File: src/rtl/button_debouncer.sv
// Two-flop synchroniser plus a stability-qualifying FSM for a raw button level.
// Optional toggle_q output is built only when DEBOUNCE_TOGGLE_EN is defined.
module button_debouncer #(
    parameter int STABLE_CYCLES = 4,
    parameter int CNT_W         = 16
) (
    input  logic clock,
    input  logic reset_n,
    input  logic btn_in,
    output logic btn_level,
    output logic rise_pulse,
`ifdef DEBOUNCE_TOGGLE_EN
    output logic fall_pulse,
    output logic toggle_q
`else
    output logic fall_pulse
`endif
);

    // state     | meaning
    // IDLE_LOW  | accepted level is 0, watching for s2=1
    // WAIT_HIGH | s2 went high, counting stable cycles before accepting 1
    // IDLE_HIGH | accepted level is 1, watching for s2=0
    // WAIT_LOW  | s2 went low, counting stable cycles before accepting 0
    typedef enum logic [1:0] {
        IDLE_LOW  = 2'd0,
        WAIT_HIGH = 2'd1,
        IDLE_HIGH = 2'd2,
        WAIT_LOW  = 2'd3
    } state_t;

    localparam logic [CNT_W-1:0] CNT_MAX = CNT_W'(STABLE_CYCLES - 1);

    logic             s1;
    logic             s2;
    logic [CNT_W-1:0] cnt;
    state_t           state;

    always_ff @(posedge clock or negedge reset_n) begin
        if (!reset_n) begin
            s1 <= 1'b0;
            s2 <= 1'b0;
        end else begin
            s1 <= btn_in;
            s2 <= s1;
        end
    end

    always_ff @(posedge clock or negedge reset_n) begin
        if (!reset_n) begin
            state      <= IDLE_LOW;
            cnt        <= '0;
            btn_level  <= 1'b0;
            rise_pulse <= 1'b0;
            fall_pulse <= 1'b0;
        end else begin
            rise_pulse <= 1'b0;
            fall_pulse <= 1'b0;
            case (state)
                IDLE_LOW: begin
                    if (s2) begin
                        state <= WAIT_HIGH;
                        cnt   <= '0;
                    end
                end
                WAIT_HIGH: begin
                    if (!s2) begin
                        state <= IDLE_LOW;
                        cnt   <= '0;
                    end else if (cnt == CNT_MAX) begin
                        state      <= IDLE_HIGH;
                        btn_level  <= 1'b1;
                        rise_pulse <= 1'b1;
                    end else begin
                        cnt <= cnt + 1'b1;
                    end
                end
                IDLE_HIGH: begin
                    if (!s2) begin
                        state <= WAIT_LOW;
                        cnt   <= '0;
                    end
                end
                WAIT_LOW: begin
                    if (s2) begin
                        state <= IDLE_HIGH;
                        cnt   <= '0;
                    end else if (cnt == CNT_MAX) begin
                        state      <= IDLE_LOW;
                        btn_level  <= 1'b0;
                        fall_pulse <= 1'b1;
                    end else begin
                        cnt <= cnt + 1'b1;
                    end
                end
                default: begin
                    state <= IDLE_LOW;
                    cnt   <= '0;
                end
            endcase
        end
    end

`ifdef DEBOUNCE_TOGGLE_EN
    // Flips on the same edge that raises rise_pulse, so it tracks accepted presses.
    always_ff @(posedge clock or negedge reset_n) begin
        if (!reset_n) begin
            toggle_q <= 1'b0;
        end else if (state == WAIT_HIGH && s2 && cnt == CNT_MAX) begin
            toggle_q <= ~toggle_q;
        end
    end
`endif

endmodule
File: config.mk
export PLATFORM = sky130hd
export DESIGN_NAME = button_debouncer
export DESIGN_NICKNAME = d
export VERILOG_FILES = /design/src/rtl/button_debouncer.sv
export SDC_FILE = /design/constraint.sdc
export NUM_CORES = 1
export LEC_CHECK = 0
export CORE_MARGIN = 3
export CORE_UTILIZATION = 61
export CTS_CLUSTER_SIZE = 14
export DETAILED_ROUTE_END_ITERATION = 7
export PLACE_DENSITY = 0.81
export RECOVER_POWER = 25
export SLEW_MARGIN = 25
export SYNTH_ARGS = -nofsm -noshare
export SYNTH_HDL_FRONTEND = slang
export SYNTH_SLANG_ARGS = --single-unit
File: constraint.sdc
create_clock -name clock -period 5.4 [get_ports clock]
set_clock_uncertainty 0.1 [all_clocks]
set_input_delay 1.08 -clock clock [delete_from_list [all_inputs] [get_ports clock]]
set_output_delay 1.08 -clock clock [all_outputs]
set_load 0.02 [all_outputs]
==> impl_results.md <==
- CTS Hold Buffers Added: 0
- # diodes: 0
- Busiest layer in global routing: met2
- Crit-path leading delay family: buffers and inverters
- Cells after DPL: 139
- Multi-input gate area: 527 um^2
- Mapped Nets: 116
- GRT overflow: 0
- Number of clock sinks: 23
- Post-synthesis cell type count: 29
- Outcome: finished clean
- Post-Syn Instances: 112
- Slew @ Worst Pin: between 1 and 1.5 ns
- PortBufs: 5
- Worst-Skew Late Latency: around 0.32 ns
- Commonest non-fill, non-tap cell in the layout: dfrtp_1
- Hold Crit Class: reg2reg
- Post-synth EDFFs: 0
- Met2 Usage GRT: 0.328
- Seq/Total Area, Yosys: 0.512
- Critical path's largest stage delay: about 0.61 ns
- Final worst path period need: 2.48 ns
- Pin count of the biggest net entering global routing: 24
- Prevailing post-synth register cell: dfrtp_1
- CP endpoint kind: output port
- Core area: 1610 um^2
- Final Net Count: 124
- Die Y: between 40 and 50 um
- Vias in the first global route: ~840
- Share of layout cells above drive strength 1: 0.0588
- Starting Density: 0.698
- Unrepaired setup endpoints after global routing: false
- Final WL: around 2100 um
- P_leak: 0.468 nW
- Clock transition at path regs: 0.11 ns
- Asr flop ratio synth: 1.00
- Setup Fix Bufs, Post-CTS: 0
- Antenna violations before repair: 0
- Tot GR Track Use: 0.201
- Power Density: 318 nW/um^2
- CTS Buf Count: 3
- Via count: approximately 860
- Most frequent cells in the layout: 23 x dfrtp_1, 9 x xnor2_1, 8 x nand2_1
- Crit path cell chain: clkdlybuf4s50_1
- Max Cap Viol: 0
- CP startpoint kind: register
- Clk root buf: clkbuf_4
- Period utilization: 0.459
- Worst Path Max Fanout: 3
- Worst path arrival time: ~1.3 ns
- Cell Count, Final, Fillers Out: 143
- Remaining DRCs: 0
- Max Freq: 0.403 GHz
- Post-Syn Area: 1120 um^2
- H-tree depth: 1
- WL per Instance: 14.5 um
- Antenna viol nets, final: 0
- Slew HR: 0.174
- Max Root-Sink Buffers: 2
- Setup Viol. Count Final: 0
- Storage cell area: 576 um^2
- VDD IR max: 0.186 mV
- CTS tree: yes
- Hold Fails Final Rpt: 0
- Critical path type: reg2out
- Total iterations of the first detailed-routing run: 4
- GPL Wtd Cong: 0.804
- Slowest cell on the critical path: clkdlybuf4s50_1
- Synth warnings: 0
- Die Span X: 48.9 um
- Max-slew violations: 0
- Layout area overhead: 8.56%
- Number of synthesized register bits: 23
- Avg Inst Size Synth: ~10 um^2
- CP required: 4.22 ns
- Met1 usage in global routing: 0.254
- DRT iter0 DRCs: 23
- Cell row count: 14
- Global-route wire length before repair: between 3000 and 4000 um
- Die Footprint: 2400 um^2
- Hpwl dp: 1480 um
- # IOs: 6
- Via-to-Cell Ratio: 6.00
- CP bufs+invs: 1
- Setup TNS: 0 ns
- Met3 usage: 0.0581
- Filler instances: 119
- Post-CTS sizing: 0
cell usage after synthesis, types with 3 or more instances:
cell,instances,area share
nor2_1,7,0.023
nor3_1,3,0.013
nand2_1,8,0.027
nor4_1,5,0.028
nor4b_1,3,0.023
inv_1,3,0.010
or3_1,3,0.017
o31ai_1,3,0.020
dfrtp_1,23,0.51
nand4_1,5,0.028
o21ai_0,4,0.018
nand3_1,6,0.027
a21oi_1,6,0.027
clkbuf_1,3,0.010
xor2_1,3,0.023
xnor2_1,9,0.070
cell type report:
class / instances / area share
Sequential cell: 23 / 0.471
Clock buffer: 4 / 0.0215
Inverter: 3 / 0.00922
Tap cell: 24 / 0.0246
Timing Repair Buffer: 6 / 0.0420
Multi-Input combinational cell: 83 / 0.431
cells by family (layout without fill, tap and decap cells):
family	after synthesis	count (layout)	synth area share
flops	23	23	0.512
compound gates	19	19	0.102
buf+inv	6	13	0.0200
mux	1	1	0.00890
fa+ha+maj	1	1	0.0111
simple gates	50	50	0.253
xor+xnor	12	12	0.0934
layer usage:
layer  part of all wire  vias up
met3              0.046        4
met4              0.012        0
met1               0.49      411
met5                  0        -
li1                   -      425
met2               0.45       18
per-stage QoR:
step | hold slack (ns) | power (mW) | area [um^2] | utilization | setup slack [ns]
after floorplan | 0.231 | 0.285 | 1120 | - | 3.43
after global placement | 0.244 | 0.307 | 1200 | 0.745 | 3.00
after detailed placement | 0.244 | 0.310 | 1200 | 0.745 | 2.97
after CTS | 0.271 | 0.389 | 1230 | 0.762 | 2.90
after global routing | 0.273 | 0.416 | 1220 | 0.758 | 2.85
final | 0.266 | 0.388 | 1220 | 0.758 | 2.92
state kept, by name (all words and copies together) (netlist names), named ones only:
signal and cells:
btn_level 1, fall_pulse 1, rise_pulse 1, cnt 16
s2 1, s1 1, state 1
report_power, final:
part           internal (mW)  switching (mW)  total [mW]  leakage (nW)
Combinational         0.0351          0.0615      0.0966         0.146
Sequential             0.188          0.0246       0.212         0.306
Clock                 0.0289          0.0502      0.0792        0.0150
Total                  0.252           0.136       0.388         0.468
worst paths after layout:
kind,start,to,slack (ns),cells after the start
setup / recovery,btn_level,btn_level,2.92,1
setup reg to reg,cnt[0],btn_level,3.13,5
min in group asynchronous,reset_n,cnt[15],0.89,1
max in group asynchronous,reset_n,async pin,3.57,1
hold / removal,s1,s2,0.27,0
hold reg to reg,s1,s2,0.27,0
No activity file was read; power rests on OpenSTA's default activity.
